File: src/rtl/commit_monitor.sv
// Retirement-side monitor: checks PC continuity, counts retired instructions and run cycles,
// detects ebreak halt and commit timeouts, and buffers commit records in a ready/valid trace FIFO.
module commit_monitor #(
    parameter int          FIFO_DEPTH     = 16,
    parameter int          TIMEOUT_CYCLES = 1024,
    parameter logic [63:0] RESET_PC       = 64'h8000_0000,
    parameter logic [31:0] EBREAK_INSTR   = 32'h0010_0073
) (
    input  logic        clk,
    input  logic        rst,
    input  logic        commit,
    input  logic [31:0] commit_instr,
    input  logic [63:0] commit_pc,
    input  logic [63:0] commit_pre_pc,
    output logic        trace_valid,
    input  logic        trace_ready,
    output logic [63:0] trace_pc,
    output logic [31:0] trace_instr,
    output logic [63:0] instr_cnt,
    output logic [63:0] cycle_cnt,
    output logic        running,
    output logic        halted,
    output logic        error,
    output logic [1:0]  err_code,
    output logic [63:0] err_pc,
    output logic        overflow
);

    localparam int AW = $clog2(FIFO_DEPTH);
    localparam int TW = $clog2(TIMEOUT_CYCLES) + 1;

    typedef enum logic [1:0] {S_IDLE, S_RUN, S_HALT, S_ERROR} state_t;

    state_t        r_state;
    logic [63:0]   r_expected_pc;
    logic [63:0]   r_instr_cnt;
    logic [63:0]   r_cycle_cnt;
    logic [1:0]    r_err_code;
    logic [63:0]   r_err_pc;
    logic          r_overflow;
    logic [TW-1:0] r_timer;
    logic [AW:0]   r_wr_ptr;
    logic [AW:0]   r_rd_ptr;
    logic [63:0]   r_mem_pc    [FIFO_DEPTH];
    logic [31:0]   r_mem_instr [FIFO_DEPTH];

    logic w_live, w_accept, w_empty, w_full, w_pop, w_push, w_drop, w_active;

    assign w_live   = (r_state == S_IDLE) || (r_state == S_RUN);
    assign w_accept = w_live && commit && (commit_pc == r_expected_pc);
    // The IDLE->RUN edge is the first counted cycle.
    assign w_active = (r_state == S_RUN) || ((r_state == S_IDLE) && commit);

    assign w_empty = (r_wr_ptr == r_rd_ptr);
    assign w_full  = (r_wr_ptr[AW] != r_rd_ptr[AW]) && (r_wr_ptr[AW-1:0] == r_rd_ptr[AW-1:0]);
    assign w_pop   = !w_empty && trace_ready;
    assign w_push  = w_accept && (!w_full || w_pop);
    assign w_drop  = w_accept && w_full && !w_pop;

    always_ff @(posedge clk) begin
        if (w_push) begin
            r_mem_pc[r_wr_ptr[AW-1:0]]    <= commit_pc;
            r_mem_instr[r_wr_ptr[AW-1:0]] <= commit_instr;
        end
    end

    always_ff @(posedge clk) begin
        if (rst) begin
            r_state       <= S_IDLE;
            r_expected_pc <= RESET_PC;
            r_instr_cnt   <= '0;
            r_cycle_cnt   <= '0;
            r_err_code    <= '0;
            r_err_pc      <= '0;
            r_overflow    <= 1'b0;
            r_timer       <= '0;
            r_wr_ptr      <= '0;
            r_rd_ptr      <= '0;
        end else begin
            if (w_pop)    r_rd_ptr    <= r_rd_ptr + 1'b1;
            if (w_push)   r_wr_ptr    <= r_wr_ptr + 1'b1;
            if (w_drop)   r_overflow  <= 1'b1;
            if (w_active) r_cycle_cnt <= r_cycle_cnt + 64'd1;

            if (w_accept) begin
                r_instr_cnt   <= r_instr_cnt + 64'd1;
                r_expected_pc <= commit_pre_pc;
                r_timer       <= '0;
                r_state       <= (commit_instr == EBREAK_INSTR) ? S_HALT : S_RUN;
            end else if (w_live && commit) begin
                r_state    <= S_ERROR;
                r_err_code <= 2'd1;
                r_err_pc   <= commit_pc;
            end else if (r_state == S_RUN) begin
                if (r_timer == TW'(TIMEOUT_CYCLES - 1)) begin
                    r_state    <= S_ERROR;
                    r_err_code <= 2'd2;
                    r_err_pc   <= r_expected_pc;
                end else begin
                    r_timer <= r_timer + 1'b1;
                end
            end
        end
    end

    assign trace_valid = !w_empty;
    assign trace_pc    = w_empty ? 64'd0 : r_mem_pc[r_rd_ptr[AW-1:0]];
    assign trace_instr = w_empty ? 32'd0 : r_mem_instr[r_rd_ptr[AW-1:0]];
    assign instr_cnt   = r_instr_cnt;
    assign cycle_cnt   = r_cycle_cnt;
    assign running     = (r_state == S_RUN);
    assign halted      = (r_state == S_HALT);
    assign error       = (r_state == S_ERROR);
    assign err_code    = r_err_code;
    assign err_pc      = r_err_pc;
    assign overflow    = r_overflow;

endmodule

File: config.mk
export PLATFORM = sky130hd
export DESIGN_NAME = commit_monitor
export DESIGN_NICKNAME = d
export VERILOG_FILES = /design/src/rtl/commit_monitor.sv
export SDC_FILE = /design/constraint.sdc
export NUM_CORES = 2
export LEC_CHECK = 0
export ABC_AREA = 0
export CORE_ASPECT_RATIO = 0.75
export CORE_UTILIZATION = 53
export CTS_CLUSTER_SIZE = 24
export DETAILED_ROUTE_END_ITERATION = 16
export GPL_ROUTABILITY_DRIVEN = 0
export PLACE_DENSITY = 0.73
export SLEW_MARGIN = 20
export SYNTH_ARGS = -nofsm -noshare
export SYNTH_HDL_FRONTEND = slang
export SYNTH_SLANG_ARGS = --single-unit
File: constraint.sdc
create_clock -name clk -period 11.8 [get_ports clk]
set_input_delay 1.77 -clock clk [delete_from_list [all_inputs] [get_ports clk]]
set_output_delay 1.77 -clock clk [all_outputs]
set_load 0.03 [all_outputs]
; ---- After elaboration in Yosys (flattened, before gate mapping)
; Memory sizes are Yosys's and may differ from the RTL's. A register that Yosys moved wholly into a read port is not among the register bits.
; Index checks and enable logic that the tools add are counted.
[op_classes]
addsub = 5
n_eq_ne = 9
muxes = 19
bitwise_logic = 3
reduce_logical = 23
[op_table]
columns = cell, n
row1 = 64-bit 2-to-1 mux, 4
row2 = 64-bit by 1-bit adder with 64-bit output (second input constant), 2
row3 = 64-bit equality test, 1
row4 = 32-bit by 21-bit equality test with 1-bit output (second input constant), 1
row5 = 32-bit 2-to-1 mux, 1
row6 = 2-bit 2-to-1 mux, 8
row7 = 4-bit 2-to-1 mux, 4
row8 = 11-bit by 1-bit adder with 11-bit output (second input constant), 1
row9 = 11-bit by 10-bit equality test with 1-bit output (second input constant), 1
row10 = 5-bit by 1-bit adder with 5-bit output (second input constant), 2
row11 = 1-bit logical AND, 8
row12 = 3-bit AND reduction, 2
row13 = 3-bit nonzero test, 2
row14 = 5-bit equality test, 1
row15 = 2-bit equality test (second input constant), 2
row16 = 4-bit equality test, 1
row17 = 2-bit nonzero test, 2
row18 = 1-bit logical NOT, 3
row19 = 1-bit logical OR, 3
row20 = 1-bit inverter, 3
row21 = 2-bit by 1-bit equality test with 1-bit output (second input constant), 1
row22 = 2-bit logical NOT, 1
row23 = 1-bit 2-to-1 mux, 2
row24 = 2-bit AND reduction, 1
row25 = 2 further kinds, 2
[word_totals]
register_bits = 282
ram_bits = 1536
output_inout_bits = 295
mem_count = 2
[memory_table]
columns = name, depth, width, rd, rd_clocked_by_memory_dff, wr, line
row1 = r_mem_pc, 16, 64, 1, 1, 1, 44  ; logic [63:0] r_mem_pc [FIFO_DEPTH];
row2 = r_mem_instr, 16, 32, 1, 1, 1, 45  ; logic [31:0] r_mem_instr [FIFO_DEPTH];

; ---- Depth between registers and ports, before layout
[logic_depth]
word_depth = 7
ltp_mapped = 11

; ---- Worst setup path before layout
; OpenSTA, ideal clock, no wires.
[synth_path]
kind = input-to-reg
start = input commit
end = memory r_mem_instr[11][0] (enable)
t_arrival_ns = 5.810
required_time_ns = 11.334
setup_slack_ns = 5.524
path_stages = 8
path_buffers = 2
cell_sequence = nor2b_1 buf_4 nand4_1 or4_1 or3_1 nor3_2 clkbuf_1 and3_1
[synth_via]
elab_chain_len = 5
[synth_rtl]
columns = item, line
row1 = "start, declared", 11  ; input logic commit,
row2 = 1-bit logical AND (2 in a row), 50  ; assign w_accept = w_live && commit && (commit_pc == r_expected_pc);
row3 = 1-bit logical AND, 57  ; assign w_push = w_accept && (!w_full || w_pop);
row4 = 1-bit 2-to-1 mux, 61  ; if (w_push) begin
row5 = 1-bit 2-to-1 mux (not written as such), 63  ; r_mem_instr[r_wr_ptr[AW-1:0]] <= commit_instr;
row6 = "end, declared", 45
; No other way between the ends.

; ---- Worst setup path in the final report
[layout_path]
start = input commit_pc[15]
end = memory r_mem_instr[13][5] (enable)
[layout_via]
elab_chain_len = 5
[layout_rtl]
columns = item, line
row1 = "start, declared", 13  ; input logic [63:0] commit_pc,
row2 = 64-bit equality test, 50
row3 = 1-bit logical AND, 50
row4 = 1-bit logical AND, 57
row5 = 1-bit 2-to-1 mux, 61
row6 = 1-bit 2-to-1 mux (not written as such), 63
; No other way between the ends.

==> report_table.html <==
<table>
<tr><th>Metric</th><th>Value</th></tr>
<tr><th colspan="2">Drt</th></tr>
<tr><td>DR DRC count</td><td>0</td></tr>
<tr><td>Vias</td><td>39.1k</td></tr>
<tr><td>Highest routed metal layer</td><td>met5</td></tr>
<tr><td>Avg Vias per Cell</td><td>about 6.2</td></tr>
<tr><td>Drt first-iter violations</td><td>4371</td></tr>
<tr><td>Detailed-routing wirelength on met1</td><td>74900 um</td></tr>
<tr><td>Routed length on met2</td><td>89600 um</td></tr>
<tr><td>Sum of met3 wire segment lengths after detailed routing</td><td>16200 um</td></tr>
<tr><td>Post-route antenna net violation count</td><td>0</td></tr>
<tr><td>Mean routed wirelength per cell</td><td>29.8 um</td></tr>
<tr><td>Wire length after detailed routing</td><td>187000 um</td></tr>
<tr><td>1st-pass router iterations</td><td>5</td></tr>
<tr><th colspan="2">Timing</th></tr>
<tr><td>F_max</td><td>133 MHz</td></tr>
<tr><td>Final hold vios</td><td>0</td></tr>
<tr><td>Setup repair after global routing missed its margin</td><td>no</td></tr>
<tr><td>Minimum period implied by the final worst setup slack</td><td>7.53 ns</td></tr>
<tr><td>Relative max-transition margin</td><td>22.0%</td></tr>
<tr><td>Transition time at the pin with the least slew margin</td><td>1.17 ns</td></tr>
<tr><td>Final setup viols</td><td>0</td></tr>
<tr><td>Pins Over Slew Limit</td><td>0</td></tr>
<tr><td>Final worst clock skew</td><td>0.0248 ns</td></tr>
<tr><td>Setup slack after layout</td><td>4.27 ns</td></tr>
<tr><td>Setup TNS</td><td>0 ns</td></tr>
<tr><td>Fin crit share</td><td>63.8%</td></tr>
<tr><th colspan="2">Floorplan</th></tr>
<tr><td>I/O pin count</td><td>459</td></tr>
<tr><td>Die area</td><td>between 100000 and 150000 um^2</td></tr>
<tr><td>Chip width</td><td>426 um</td></tr>
<tr><td>Vertical extent of the die</td><td>between 300 and 400 um</td></tr>
<tr><td>Core Rows</td><td>approximately 120</td></tr>
<tr><td>Starting density of the core</td><td>between 50% and 60%</td></tr>
<tr><td>Placeable core area</td><td>134000 um^2</td></tr>
<tr><th colspan="2">CTS</th></tr>
<tr><td>CTS tree</td><td>yes</td></tr>
<tr><td># clock sinks</td><td>roughly 1.8k</td></tr>
<tr><td>Cell at the root of the clock tree</td><td>sky130_fd_sc_hd__clkbuf_16</td></tr>
<tr><td>Clock slew seen by the registers of the worst setup and hold paths</td><td>0.06 ns</td></tr>
<tr><td>Post-CTS setup-driven buffer insertion count</td><td>0</td></tr>
<tr><td>Number of hold-repair buffers added at the cts stage</td><td>0</td></tr>
<tr><td>Number of buffers created by CTS</td><td>168</td></tr>
<tr><td>Clock latency of the later-clocked register in the worst-skew pair</td><td>0.81 ns</td></tr>
<tr><td>H-tree levels</td><td>4</td></tr>
<tr><td>Longest Clk Path Bufs</td><td>3</td></tr>
<tr><td>Number of resized instances in the post-cts repair step</td><td>0</td></tr>
<tr><th colspan="2">Worst setup path</th></tr>
<tr><td>R2R cell count</td><td>8</td></tr>
<tr><td>Element type at the critical path end</td><td>flop</td></tr>
<tr><td>Worst-path fanout max</td><td>35</td></tr>
<tr><td>Data required time of the worst path</td><td>12.23 ns</td></tr>
<tr><td>Worst path most repeated cell</td><td>sky130_fd_sc_hd__buf_4</td></tr>
<tr><td>Classification of the worst setup path</td><td>input port to flop</td></tr>
<tr><td>Setup slack, reg-to-reg</td><td>5.87 ns</td></tr>
<tr><td>Cell with the largest stage delay on the worst path</td><td>sky130_fd_sc_hd__clkdlybuf4s50_1</td></tr>
<tr><td>Reg-to-Reg Start</td><td>r_expected_pc[15]</td></tr>
<tr><td>Arrival time of the worst setup path</td><td>7.97 ns</td></tr>
<tr><td>Maximum single-stage delay on the critical path</td><td>0.93 ns</td></tr>
<tr><td>CP cell instances</td><td>clkdlybuf4s50_1 &gt; xor2_1 &gt; nor4_1 &gt; and4_1 &gt; nand4_1 &gt; nor3_4 &gt; and3_4 &gt; buf_4 &gt; buf_4</td></tr>
<tr><td>Launching element type of the critical path</td><td>input port</td></tr>
<tr><td>Reg2Reg Capture Point</td><td>r_mem_instr[13][5]</td></tr>
<tr><th colspan="2">Run</th></tr>
<tr><td>Max Cap Violations</td><td>0</td></tr>
<tr><th colspan="2">Power</th></tr>
<tr><td>Power Dens Cells</td><td>roughly 150 nW/um^2</td></tr>
<tr><td>Total power</td><td>12.7 mW</td></tr>
<tr><td>Portion of total power attributed to sequential cells</td><td>55.3%</td></tr>
<tr><td>Portion of total power attributed to the clock network</td><td>approximately two fifths</td></tr>
<tr><td>Net switching share of the total power</td><td>20.8%</td></tr>
<tr><td>Worst voltage drop across the vdd grid</td><td>0.132 mV</td></tr>
<tr><td>P_leak</td><td>~25 nW</td></tr>
<tr><td>Net switching power of the design</td><td>2.63 mW</td></tr>
<tr><td>Comb power frac</td><td>~2.9%</td></tr>
<tr><td>Cell-internal power</td><td>10.0 mW</td></tr>
<tr><th colspan="2">Placement</th></tr>
<tr><td>HPWL after DPL</td><td>roughly 110000 um</td></tr>
<tr><td>Number of buffers added on ports</td><td>458</td></tr>
<tr><td>Worst slack at placement</td><td>3.29 ns</td></tr>
<tr><td>Cell count after placement</td><td>5955</td></tr>
<tr><td>Cell area after placement</td><td>about 78000 um^2</td></tr>
<tr><th colspan="2">GRT</th></tr>
<tr><td>Total routing usage reported by global routing</td><td>between 20% and 30%</td></tr>
<tr><td>GRT overflow</td><td>0</td></tr>
<tr><td>Wire length of the first global-routing pass</td><td>270000 um</td></tr>
<tr><td>Initial antenna violation count</td><td>14</td></tr>
<tr><td>Pin count of the biggest net entering global routing</td><td>145</td></tr>
<tr><td>Vias in the first global route</td><td>38.9k</td></tr>
<tr><th colspan="2">Finish</th></tr>
<tr><td>Area growth from synthesis to layout</td><td>16.9%</td></tr>
<tr><td>Final instance area</td><td>83600 um^2</td></tr>
<tr><td>Non-filler cells, final</td><td>6261</td></tr>
<tr><td># nets final</td><td>roughly 4.5k</td></tr>
<tr><td>Fraction of layout cells with a size suffix above 1</td><td>18.4%</td></tr>
<tr><td>Number of filler cells placed in the layout</td><td>9249</td></tr>
<tr><th colspan="2">Synth</th></tr>
<tr><td>Most used flip-flop cell after synthesis</td><td>sky130_fd_sc_hd__edfxtp_1</td></tr>
<tr><td>Syn Inst Count</td><td>3860</td></tr>
<tr><td>Synthesized Nets</td><td>4032</td></tr>
<tr><td>EDFF count, synth</td><td>1536</td></tr>
<tr><td>Number of warnings reported in the yosys synthesis log</td><td>0</td></tr>
<tr><td>Number of distinct standard cells referenced by the synthesized netlist</td><td>56</td></tr>
<tr><td>FFs w/ async S/R, synth</td><td>0%</td></tr>
<tr><td>Post-synthesis register bit count</td><td>1822</td></tr>
<tr><td>Cell area after synthesis</td><td>roughly 72000 um^2</td></tr>
<tr><td>Portion of the post-synthesis area used by sequential elements</td><td>between 70% and 80%</td></tr>
<tr><td>Average cell area after synthesis</td><td>18.5 um^2</td></tr>
<tr><th colspan="2">Worst hold path</th></tr>
<tr><td>Endpoint, Worst Hold</td><td>r_timer[10]</td></tr>
<tr><td>Hold depth</td><td>2</td></tr>
<tr><td>Hold path startpoint</td><td>r_timer[10]</td></tr>
<tr><td>Class of the tightest hold or removal check</td><td>flop to flop</td></tr>
<tr><th colspan="2">Outcome</th></tr>
<tr><td>Outcome</td><td>finished, final reports clean</td></tr>
</table>
worst max-delay path, delay by kind of cell:
| kind | cells | cell delay, ns |
|---|---|---|
| buffers and inverters | 3 | 2.12 |
| AND/OR/NAND/NOR | 5 | 3.64 |
| XOR/XNOR | 1 | 0.34 |
power groups by stage:
stage / logic (mW) / clock network (mW) / registers, mW
after global placement: 0.357 / 0 / 7.14
after CTS: 0.365 / 5.34 / 7.00
after detailed placement: 0.363 / 0 / 7.14
final: 0.366 / 5.29 / 7.00
after floorplan: 0.0858 / 0 / 7.17
after global routing: 0.384 / 5.58 / 7.00
sequential cells by signal, summed over array words and instances (netlist names), named ones only:
register,flops
r_wr_ptr,5
err_code,2
r_timer,11
r_mem_instr,512
r_state,2
r_expected_pc,64
overflow,1
r_rd_ptr,5
cycle_cnt,64
instr_cnt,64
r_mem_pc,1024
err_pc,64
cells in the mapped netlist, drive strengths merged, types with 63 or more instances:
| cell type | n | area share, % |
|---|---|---|
| xnor2 | 63 | 0.77 |
| mux2i | 64 | 0.90 |
| nand2 | 200 | 1.0 |
| a21oi | 115 | 0.80 |
| dfxtp | 286 | 8.0 |
| edfxtp | 1536 | 64 |
| xor2 | 85 | 1.0 |
| a211oi | 64 | 0.67 |
| clkbuf | 156 | 0.82 |
| nor2b | 107 | 0.94 |
| nor2 | 192 | 1.0 |
| nand3 | 73 | 0.51 |
| mux4 | 480 | 15 |
per-stage QoR:
stage	hold slack [ns]	util (%)
floorplan	0.428	-
global placement	0.437	58.6
detailed placement	0.458	58.6
CTS	0.468	62.5
global route	0.501	62.5
finish	0.469	62.5
worst max-delay path by stage:
stage | start | endpoint | depth (start not counted)
final | commit_pc[15] | r_mem_instr[13][5] | 9
after floorplan | commit | r_mem_instr[11][0] | 8
after global placement | commit_pc[15] | r_mem_instr[13][10] | 9
after global routing | commit_pc[15] | r_mem_pc[13][12] | 9
after CTS | commit_pc[15] | r_mem_instr[13][13] | 9
after detailed placement | commit_pc[15] | r_mem_pc[13][8] | 9
logic make-up (layout without fill, tap and decap cells):
kind of cell             count (synthesis)  count (layout)  synth area share [%]
flip-flops                            1822            1822                  72.5
AND/OR/NAND/NOR                        852             852                  6.15
multiplexers                           548             548                  16.1
buffers and inverters                  247             872                  1.33
AO/OA/AOI/OAI                          235             235                  2.03
XOR/XNOR                               148             148                  1.81
adder cells (fa/ha/maj)                  8               8                 0.140
other                                    0               6                     0
area by class of cell:
cell class | instances | area [um^2] | area share [%]
Sequential cell | 1822 | 51900 | 62.0
Clock inverter | 74 | 686 | 0.820
Antenna cell | 6 | 15.0 | 0.0180
Inverter | 41 | 154 | 0.184
Timing Repair Buffer | 532 | 5210 | 6.23
Multi-Input combinational cell | 1791 | 18900 | 22.6
Clock buffer | 225 | 4590 | 5.49
Tap cell | 1770 | 2210 | 2.65
placed cells by master (no fill, tap or decap), types with 11 or more instances in the layout:
cell type,n
sky130_fd_sc_hd__edfxtp_1,1536
sky130_fd_sc_hd__mux4_2,480
sky130_fd_sc_hd__clkdlybuf4s50_1,457
sky130_fd_sc_hd__dfxtp_1,282
sky130_fd_sc_hd__nand2_1,200
sky130_fd_sc_hd__nor2_1,191
sky130_fd_sc_hd__clkbuf_16,172
sky130_fd_sc_hd__a21oi_1,114
sky130_fd_sc_hd__nor2b_1,105
sky130_fd_sc_hd__xor2_1,85
sky130_fd_sc_hd__nand3_1,73
sky130_fd_sc_hd__buf_4,69
sky130_fd_sc_hd__mux2i_1,64
sky130_fd_sc_hd__a211oi_1,64
sky130_fd_sc_hd__xnor2_1,63
sky130_fd_sc_hd__nand4_1,52
sky130_fd_sc_hd__nor4_1,49
sky130_fd_sc_hd__clkbuf_1,44
sky130_fd_sc_hd__inv_1,41
sky130_fd_sc_hd__clkinv_1,31
sky130_fd_sc_hd__nand2b_1,25
sky130_fd_sc_hd__nor3_1,22
sky130_fd_sc_hd__or3_1,20
sky130_fd_sc_hd__and4_1,20
sky130_fd_sc_hd__o21ai_0,19
sky130_fd_sc_hd__clkinv_2,17
sky130_fd_sc_hd__and3_1,16
sky130_fd_sc_hd__or4_1,16
sky130_fd_sc_hd__and3_4,16
sky130_fd_sc_hd__o31ai_1,11
metal layers:
| layer | GRT usage [%] | vias to the layer above |
|---|---|---|
| met5 | 0 | - |
| met4 | 9.13 | 14 |
| met3 | 5.79 | 293 |
| met2 | 43.5 | 1965 |
| met1 | 38.5 | 20407 |
| li1 | - | 16437 |
No activity file was read; power rests on OpenSTA's default activity.
